==> config.mk <==
export PLATFORM = sky130hd
export DESIGN_NAME = pc_seq_ctrl_flat
export DESIGN_NICKNAME = d
export VERILOG_FILES = /design/src/rtl/pc_seq_pkg.sv /design/src/rtl/pc_seq_ctrl_if.sv /design/src/rtl/pc_next_mux.sv /design/src/rtl/pc_seq_ctrl.sv /design/src/flat_wrapper.sv
export SDC_FILE = /design/constraint.sdc
export NUM_CORES = 1
export LEC_CHECK = 0
export BUFFER_PORTS_ARGS = -buffer_cell sky130_fd_sc_hd__buf_2
export CAP_MARGIN = 20
export CORE_MARGIN = 4
export CORE_UTILIZATION = 30
export DETAILED_ROUTE_END_ITERATION = 16
export PLACE_DENSITY = 0.63
export SLEW_MARGIN = 20
export SYNTH_ARGS = -nofsm -noshare
export SYNTH_HDL_FRONTEND = slang
export SYNTH_SLANG_ARGS = --single-unit
==> constraint.sdc <==
create_clock -name clk -period 11.05 [get_ports clk]
set_input_delay 1.105 -clock clk [delete_from_list [all_inputs] [get_ports clk]]
set_output_delay 1.105 -clock clk [all_outputs]
set_load 0.03 [all_outputs]
==> src/rtl/pc_seq_pkg.sv <==
// Shared definitions for the PC sequencer: FSM state encoding, exception
// cause codes, default address constants and the branch-offset helper.
package pc_seq_pkg;

    typedef enum logic [2:0] {
        ST_IDLE,
        ST_FETCH,
        ST_EXEC,
        ST_UPDATE,
        ST_HALTED
    } seq_state_t;

    localparam logic [4:0] CAUSE_ADEL = 5'd4;
    localparam logic [4:0] CAUSE_IBE  = 5'd6;
    localparam logic [4:0] CAUSE_SYS  = 5'd8;
    localparam logic [4:0] CAUSE_BP   = 5'd9;
    localparam logic [4:0] CAUSE_TR   = 5'd13;

    localparam logic [31:0] DEF_RESET_PC      = 32'h0040_0000;
    localparam logic [31:0] DEF_EXC_VECTOR    = 32'h0040_0004;
    localparam int          DEF_FETCH_TIMEOUT = 8;

    // Word offset to byte offset, sign-extended to a full address
    function automatic logic [31:0] branch_offset(input logic [15:0] imm);
        return {{14{imm[15]}}, imm, 2'b00};
    endfunction

endpackage

==> src/rtl/pc_seq_ctrl_if.sv <==
// Bundle of the control-unit, instruction-memory and PC-register signals
// around the sequencer. The sequencer takes the master view; the
// surrounding datapath/control side takes the slave view.
interface pc_seq_ctrl_if;

    logic [31:0] pc_cur;
    logic        imem_ready;
    logic        exec_busy;
    logic        br_taken;
    logic [15:0] br_imm;
    logic        j_en;
    logic [25:0] j_index;
    logic        jr_en;
    logic [31:0] jr_addr;
    logic        eret_en;
    logic        exc_req;
    logic [4:0]  exc_cause_in;
    logic        halt;

    logic        imem_req;
    logic        ir_we;
    logic        pc_ena;
    logic [31:0] pc_next;
    logic [31:0] epc_out;
    logic [4:0]  cause_out;
    logic        epc_we;
    logic        halted;

    modport master (
        input  pc_cur, imem_ready, exec_busy, br_taken, br_imm, j_en, j_index,
               jr_en, jr_addr, eret_en, exc_req, exc_cause_in, halt,
        output imem_req, ir_we, pc_ena, pc_next, epc_out, cause_out, epc_we, halted
    );

    modport slave (
        output pc_cur, imem_ready, exec_busy, br_taken, br_imm, j_en, j_index,
               jr_en, jr_addr, eret_en, exc_req, exc_cause_in, halt,
        input  imem_req, ir_we, pc_ena, pc_next, epc_out, cause_out, epc_we, halted
    );

endinterface

==> src/rtl/pc_next_mux.sv <==
// Purely combinational next-PC selection. A fetch error outranks everything
// because no instruction word exists to give the other controls meaning;
// after that the datapath exception, misaligned jr, eret, jr, j, branch and
// finally the sequential PC. All arithmetic wraps modulo 2^32.
module pc_next_mux
    import pc_seq_pkg::*;
#(
    parameter logic [31:0] EXC_VECTOR = DEF_EXC_VECTOR
) (
    input  logic [31:0] pc_cur,
    input  logic [31:0] epc,
    input  logic        fetch_err,
    input  logic        exc_req,
    input  logic [4:0]  exc_cause_in,
    input  logic        jr_en,
    input  logic [31:0] jr_addr,
    input  logic        eret_en,
    input  logic        j_en,
    input  logic [25:0] j_index,
    input  logic        br_taken,
    input  logic [15:0] br_imm,
    output logic [31:0] pc_sel,
    output logic        exc_take,
    output logic [4:0]  exc_cause
);

    logic [31:0] pc4;
    logic        jr_misaligned;

    assign pc4           = pc_cur + 32'd4;
    assign jr_misaligned = jr_en && (jr_addr[1:0] != 2'b00);

    // Priority select of the next PC and whether EPC/cause must be captured
    always_comb begin
        pc_sel    = pc4;
        exc_take  = 1'b0;
        exc_cause = 5'd0;
        if (fetch_err) begin
            pc_sel    = EXC_VECTOR;
            exc_take  = 1'b1;
            exc_cause = CAUSE_IBE;
        end else if (exc_req) begin
            pc_sel    = EXC_VECTOR;
            exc_take  = 1'b1;
            exc_cause = exc_cause_in;
        end else if (jr_misaligned) begin
            pc_sel    = EXC_VECTOR;
            exc_take  = 1'b1;
            exc_cause = CAUSE_ADEL;
        end else if (eret_en) begin
            pc_sel = epc;
        end else if (jr_en) begin
            pc_sel = jr_addr;
        end else if (j_en) begin
            pc_sel = {pc4[31:28], j_index, 2'b00};
        end else if (br_taken) begin
            pc_sel = pc4 + branch_offset(br_imm);
        end
    end

endmodule

==> src/rtl/pc_seq_ctrl.sv <==
// Multicycle instruction sequencer: IDLE -> FETCH -> EXEC -> UPDATE, looping
// back to FETCH or parking in HALTED. Drives the PC register enable/data and
// holds EPC/cause for the exception path.
// Optional macro PC_FETCH_TIMEOUT_EN: abandon a FETCH that waits
// FETCH_TIMEOUT cycles and take an instruction bus error (cause 6).
module pc_seq_ctrl
    import pc_seq_pkg::*;
#(
    parameter logic [31:0] RESET_PC   = DEF_RESET_PC,
    parameter logic [31:0] EXC_VECTOR = DEF_EXC_VECTOR
`ifdef PC_FETCH_TIMEOUT_EN
    , parameter int        FETCH_TIMEOUT = DEF_FETCH_TIMEOUT
`endif
) (
    input  logic          clk,
    input  logic          rst,
    pc_seq_ctrl_if.master bus
);

    seq_state_t  state;
    logic        imem_req_r;
    logic        pc_ena_r;
    logic        halted_r;
    logic [31:0] epc;
    logic [4:0]  cause;
    logic [31:0] pc_hold;
    logic        fetch_err;
    logic [31:0] mux_pc;
    logic        mux_exc;
    logic [4:0]  mux_cause;

`ifdef PC_FETCH_TIMEOUT_EN
    localparam int             CNT_W    = $clog2(FETCH_TIMEOUT + 1);
    localparam logic [CNT_W-1:0] CNT_LAST = CNT_W'(FETCH_TIMEOUT - 1);
    logic [CNT_W-1:0] fetch_cnt;
`else
    assign fetch_err = 1'b0;
`endif

    pc_next_mux #(
        .EXC_VECTOR (EXC_VECTOR)
    ) u_mux (
        .pc_cur       (bus.pc_cur),
        .epc          (epc),
        .fetch_err    (fetch_err),
        .exc_req      (bus.exc_req),
        .exc_cause_in (bus.exc_cause_in),
        .jr_en        (bus.jr_en),
        .jr_addr      (bus.jr_addr),
        .eret_en      (bus.eret_en),
        .j_en         (bus.j_en),
        .j_index      (bus.j_index),
        .br_taken     (bus.br_taken),
        .br_imm       (bus.br_imm),
        .pc_sel       (mux_pc),
        .exc_take     (mux_exc),
        .exc_cause    (mux_cause)
    );

    // Sequencer FSM with registered phase strobes and EPC/cause capture
    always_ff @(posedge clk) begin
        if (!rst) begin
            state      <= ST_IDLE;
            imem_req_r <= 1'b0;
            pc_ena_r   <= 1'b0;
            halted_r   <= 1'b0;
            epc        <= RESET_PC;
            cause      <= 5'd0;
            pc_hold    <= RESET_PC;
`ifdef PC_FETCH_TIMEOUT_EN
            fetch_err  <= 1'b0;
            fetch_cnt  <= '0;
`endif
        end else begin
            imem_req_r <= 1'b0;
            pc_ena_r   <= 1'b0;
            case (state)
                ST_IDLE: begin
                    state      <= ST_FETCH;
                    imem_req_r <= 1'b1;
`ifdef PC_FETCH_TIMEOUT_EN
                    fetch_cnt  <= '0;
`endif
                end
                ST_FETCH: begin
                    if (bus.imem_ready) begin
                        state <= ST_EXEC;
`ifdef PC_FETCH_TIMEOUT_EN
                    end else if (fetch_cnt == CNT_LAST) begin
                        state     <= ST_UPDATE;
                        pc_ena_r  <= 1'b1;
                        fetch_err <= 1'b1;
                    end else begin
                        fetch_cnt  <= fetch_cnt + CNT_W'(1);
                        imem_req_r <= 1'b1;
`else
                    end else begin
                        imem_req_r <= 1'b1;
`endif
                    end
                end
                ST_EXEC: begin
                    if (!bus.exec_busy) begin
                        state    <= ST_UPDATE;
                        pc_ena_r <= 1'b1;
                    end
                end
                ST_UPDATE: begin
                    pc_hold <= mux_pc;
                    if (mux_exc) begin
                        epc   <= bus.pc_cur;
                        cause <= mux_cause;
                    end
`ifdef PC_FETCH_TIMEOUT_EN
                    fetch_err <= 1'b0;
                    fetch_cnt <= '0;
`endif
                    if (bus.halt) begin
                        state    <= ST_HALTED;
                        halted_r <= 1'b1;
                    end else begin
                        state      <= ST_FETCH;
                        imem_req_r <= 1'b1;
                    end
                end
                ST_HALTED: state <= ST_HALTED;
                default:   state <= ST_IDLE;
            endcase
        end
    end

    // Strobes are masked while reset is asserted so an aborted UPDATE never
    // reaches the PC register or the EPC consumer
    assign bus.imem_req  = imem_req_r & rst;
    assign bus.ir_we     = imem_req_r & bus.imem_ready & rst;
    assign bus.pc_ena    = pc_ena_r & rst;
    assign bus.epc_we    = pc_ena_r & mux_exc & rst;
    assign bus.pc_next   = pc_ena_r ? mux_pc : pc_hold;
    assign bus.epc_out   = epc;
    assign bus.cause_out = cause;
    assign bus.halted    = halted_r;

endmodule

==> src/flat_wrapper.sv <==
// flat-port wrapper written by rule: the top's interface ports become plain ports
module pc_seq_ctrl_flat import pc_seq_pkg::*;
#(
    parameter logic [31:0] RESET_PC   = DEF_RESET_PC,
    parameter logic [31:0] EXC_VECTOR = DEF_EXC_VECTOR

)
  (clk, rst, bus_pc_cur, bus_imem_ready, bus_exec_busy, bus_br_taken, bus_br_imm, bus_j_en, bus_j_index, bus_jr_en, bus_jr_addr, bus_eret_en, bus_exc_req, bus_exc_cause_in, bus_halt, bus_imem_req, bus_ir_we, bus_pc_ena, bus_pc_next, bus_epc_out, bus_cause_out, bus_epc_we, bus_halted);
  pc_seq_ctrl_if bus_i ();
  input  logic clk;
  input  logic rst;
  input wire logic [$bits(bus_i.pc_cur)-1:0] bus_pc_cur;
  input wire logic [$bits(bus_i.imem_ready)-1:0] bus_imem_ready;
  input wire logic [$bits(bus_i.exec_busy)-1:0] bus_exec_busy;
  input wire logic [$bits(bus_i.br_taken)-1:0] bus_br_taken;
  input wire logic [$bits(bus_i.br_imm)-1:0] bus_br_imm;
  input wire logic [$bits(bus_i.j_en)-1:0] bus_j_en;
  input wire logic [$bits(bus_i.j_index)-1:0] bus_j_index;
  input wire logic [$bits(bus_i.jr_en)-1:0] bus_jr_en;
  input wire logic [$bits(bus_i.jr_addr)-1:0] bus_jr_addr;
  input wire logic [$bits(bus_i.eret_en)-1:0] bus_eret_en;
  input wire logic [$bits(bus_i.exc_req)-1:0] bus_exc_req;
  input wire logic [$bits(bus_i.exc_cause_in)-1:0] bus_exc_cause_in;
  input wire logic [$bits(bus_i.halt)-1:0] bus_halt;
  output wire logic [$bits(bus_i.imem_req)-1:0] bus_imem_req;
  output wire logic [$bits(bus_i.ir_we)-1:0] bus_ir_we;
  output wire logic [$bits(bus_i.pc_ena)-1:0] bus_pc_ena;
  output wire logic [$bits(bus_i.pc_next)-1:0] bus_pc_next;
  output wire logic [$bits(bus_i.epc_out)-1:0] bus_epc_out;
  output wire logic [$bits(bus_i.cause_out)-1:0] bus_cause_out;
  output wire logic [$bits(bus_i.epc_we)-1:0] bus_epc_we;
  output wire logic [$bits(bus_i.halted)-1:0] bus_halted;
  assign bus_i.pc_cur = bus_pc_cur;
  assign bus_i.imem_ready = bus_imem_ready;
  assign bus_i.exec_busy = bus_exec_busy;
  assign bus_i.br_taken = bus_br_taken;
  assign bus_i.br_imm = bus_br_imm;
  assign bus_i.j_en = bus_j_en;
  assign bus_i.j_index = bus_j_index;
  assign bus_i.jr_en = bus_jr_en;
  assign bus_i.jr_addr = bus_jr_addr;
  assign bus_i.eret_en = bus_eret_en;
  assign bus_i.exc_req = bus_exc_req;
  assign bus_i.exc_cause_in = bus_exc_cause_in;
  assign bus_i.halt = bus_halt;
  assign bus_imem_req = bus_i.imem_req;
  assign bus_ir_we = bus_i.ir_we;
  assign bus_pc_ena = bus_i.pc_ena;
  assign bus_pc_next = bus_i.pc_next;
  assign bus_epc_out = bus_i.epc_out;
  assign bus_cause_out = bus_i.cause_out;
  assign bus_epc_we = bus_i.epc_we;
  assign bus_halted = bus_i.halted;
  pc_seq_ctrl #(.RESET_PC(RESET_PC), .EXC_VECTOR(EXC_VECTOR)) u_core (.clk(clk), .rst(rst), .bus(bus_i));
endmodule
==> metrics list <==
* Run status: completed
- Number of synthesized register bits: 75
- Warnings, synthesis: 0
* Placed instance count: 1327
- The number of gates resized after CTS was 0.
- Maximum cell stage delay along the critical path: 830 ps
* Setup Buffers After CTS: 0
- Across all setup checks in the final design, the least slack found is 4530 ps.
* Launch instance of the worst min-delay path: u_core.pc_hold[17]
- Static Leak: 3.35 nW
* Synthesized area per cell: 7.22 um2
- Power density cells: 108 mW/mm2
* Wire length after detailed routing: 27900 um
- Pre-CTS setup slack: 4640 ps
* DRT iter0 DRCs: 706
- Post-Synthesis Cell Area: 0.00654 mm2
- The number of nets in the synthesized netlist is 1062.
- For this configuration, the core starts out at a cell density of 30.8%.
- Adding up every negative setup slack in the final design gives 0 ps.
- The total count of max-transition violations in the final report was 0.
- Post-Route Skew: 7.45 ps
* HPWL after DPL: 21900 um
- In the finished design, the share of the clock period the worst path needs comes to 59.0%.
- Worst reg2reg path depth: 6
* Number of different library cells in the post-synthesis netlist: 64
- The endpoint identified for the worst register-to-register timing path is u_core.bus.epc_out[25].
* Count of nets after finishing: 1220
- Pin count of the biggest net entering global routing: 64
- CTS tree: built
- Among all stages on the critical path, the largest delay is contributed by nor3_1.
- Arrival time of data at the critical path endpoint: 5420 ps
- Top Layer Used: met5
* Beginning of the worst register-to-register path: u_core.state[1]
* Std cell rows: 53
- Endpoint with the worst hold slack: u_core.pc_hold[17]
- Summed over all layers, the global routing overflow is 0.
* Final setup viols: 0
- Number of buffers inserted by hold repair at cts: 0
* Least-Margin Pin Slew: 1010 ps
- # IOs: 195
- Relative to the synthesized area, the layout overhead comes to 21.9%.
- Post-route antenna net violation count: 0
- Residual DRC count: 0
* Vias in the first global route: 7033
* Largest vdd supply drop: 0.0000739 V
- In the synthesized netlist, the number of instances is 905.
* Routed via count: 7549
* Final antenna diode count: 0
- Wire segments on met3 add up to 2570 um in the final route.
- The tree is rooted in a clkbuf_16.
* Sequential-to-total area share from yosys stat: 23.0%
- Post-synthesis async set-or-reset flop share: 0%
- Most used DFF post-synth: dfxtp_1
- Global routing used 22.3% of the available tracks.
- CP Capture Type: output port
- Routability-driven placement finished with a final weighted congestion of 1.00.
- At the worst endpoint, the required time is 9950 ps.
* Count of cells along the worst hold path: 2
- Unrepaired setup endpoints after global routing: false
- Worst Setup Path Type: primary input to output port
- For the finished layout, the period the worst path requires is 6520 ps.
* Worst-path cell chain: buf_2, nand2_1, nor3_1, nand4_1, xnor2_1, ha_1, a21oi_1, o21ai_0, a211oi_1, o22ai_1, o21ai_0, xnor2_1, mux2i_1, a211oi_1, mux2_2, buf_2
* Layout Cells excl Fill: 1343
- Dividing the detail-routed via count by the number of cells gives 5.62.
- Number of enable-type register cells in the synthesized netlist: 0
- The longest clock path from root to sink contains 2 buffers.
* CTS clk-pin slew, worst paths: 60 ps
- The tool flagged a number of max-cap violations equal to 0.
- Buffers inserted during clock tree synthesis total 9.
- In this run the vertical extent of the chip is 156 um.
* Length of the first detailed-routing pass in iterations: 5
- Measured along the x axis, the die boundary spans 156 um.
- Crit Path Max Fanout: 9
- The number of endpoints with negative hold slack in the final report is 0.
- Cells fill 37.5% of the core in the end.
- The worst setup path is launched from a primary input.
* Highest clock frequency the design can meet: 153 MHz
- Per-cell routed wire length: 20.8 um
- The clock tree synthesis step divided the H-tree into 3 levels.
- For this design, the sink count on the clock tree is 75.
* Placeable core area: 0.0212 mm2
* Clk_lat worst skew: 360 ps
- Buffers added on ports: 194
* Relative slew margins: 32.0%
* Class of the worst hold path: flop to flop
* Wire length of the first global-routing pass: 41800 um
- Die outline area: 0.0242 mm2
* Reg-to-reg setup timing slack: 8980 ps
- WL met2: 12500 um
- After detailed routing, the wire length on met1 is 11900 um.
- The design draws 859 uW.
- The number of antenna violations at the first check in global routing is 4.
* Share of layout cells above drive strength 1: 22.4%
[power breakdown]
part / internal [mW] / switching, mW / total (mW)
clock: 0.199 / 0.129 / 0.329
combinational: 0.0923 / 0.159 / 0.251
sequential: 0.275 / 0.00382 / 0.279
[worst max-delay path, delay by kind of cell]
kind | cells | cell delay [ps]
xor+xnor | 2 | 450
buf+inv | 2 | 370
fa+ha+maj | 1 | 340
compound gates | 6 | 1620
mux | 2 | 350
simple gates | 3 | 1150
[cell usage after synthesis (13+ instances only)]
master	n	share of area (%)
nand2_1	158	9.1
inv_1	32	1.8
ha_1	35	6.7
dfxtp_1	75	23
nand3_1	27	2.1
a211oi_1	14	1.6
xor2_1	13	1.7
clkbuf_1	46	2.6
nand4_1	23	2.2
o21ai_0	46	3.5
a21oi_1	58	4.4
a21boi_0	42	4.8
nor2_1	68	3.9
o22ai_1	32	3.1
xnor2_1	33	4.4
[final cells by class]
type                    count  area, um2
clock buffers               9        225
clock inverters             7       98.8
fillers                  2307      13300
inverters                  33        124
multi-input cells         743       4650
flip-flops and latches     75       1500
well taps                 275        344
repair buffers            201       1020
[flip-flops by register name (all words and copies together), names as in the netlist]
register,cells
u_core.bus.cause_out,5
u_core.state,3
u_core.bus.halted,1
u_core.imem_req_r,1
u_core.pc_ena_r,1
u_core.pc_hold,32
u_core.bus.epc_out,32
[worst max-delay path by stage]
stage	start	end	slack, ps	cells past startpoint
after detailed placement	bus_pc_cur[2]	bus_pc_next[26]	4640	16
final	bus_pc_cur[2]	bus_pc_next[26]	4530	16
after global routing	bus_pc_cur[2]	bus_pc_next[26]	4200	16
after CTS	bus_pc_cur[5]	bus_pc_next[27]	4630	17
after floorplan	bus_pc_cur[7]	bus_pc_next[27]	5190	15
after global placement	bus_pc_cur[4]	bus_pc_next[27]	4760	17
[metrics by stage]
step	area, um2	hold WS, ps
2_1_floorplan	6540	432
3_3_place_gp	7640	444
3_5_place_dp	7640	451
4_1_cts	7970	460
5_1_grt	7970	474
6_report	7970	456
[cell families (layout without fill, tap and decap cells)]
kind of cell / after synthesis / count (layout) / share of synthesized area (%)
simple gates: 345 / 345 / 24.0
compound gates: 299 / 299 / 31.0
buf+inv: 87 / 250 / 5.94
flops: 75 / 75 / 23.0
xor+xnor: 46 / 46 / 6.17
fa+ha+maj: 36 / 36 / 7.01
mux: 17 / 17 / 2.95
[routing by layer]
metal / GRT usage, % / vias to the layer above
met5: 0 / -
met1: 29.9 / 3480
met4: 7.84 / 8
met2: 35.2 / 395
met3: 5.10 / 60
li1: - / 3606
[layout by cell type, fill, tap and decap left out, types with 9 or more instances in the layout]
| cell type | n |
|---|---|
| a21boi_0 | 42 |
| o21a_1 | 11 |
| xnor2_1 | 33 |
| nor3_1 | 10 |
| o22ai_1 | 32 |
| o211ai_1 | 11 |
| a21oi_1 | 58 |
| inv_1 | 32 |
| buf_2 | 194 |
| clkbuf_16 | 9 |
| nand2b_1 | 10 |
| o21ai_0 | 46 |
| ha_1 | 35 |
| a22oi_1 | 9 |
| nand3_1 | 27 |
| dfxtp_1 | 75 |
| a211oi_1 | 14 |
| and2_1 | 11 |
| and3_1 | 11 |
| nor2b_1 | 9 |
| xor2_1 | 13 |
| nand2_1 | 158 |
| nand4_1 | 23 |
| nor2_1 | 67 |
No activity file was read; power rests on OpenSTA's default activity.
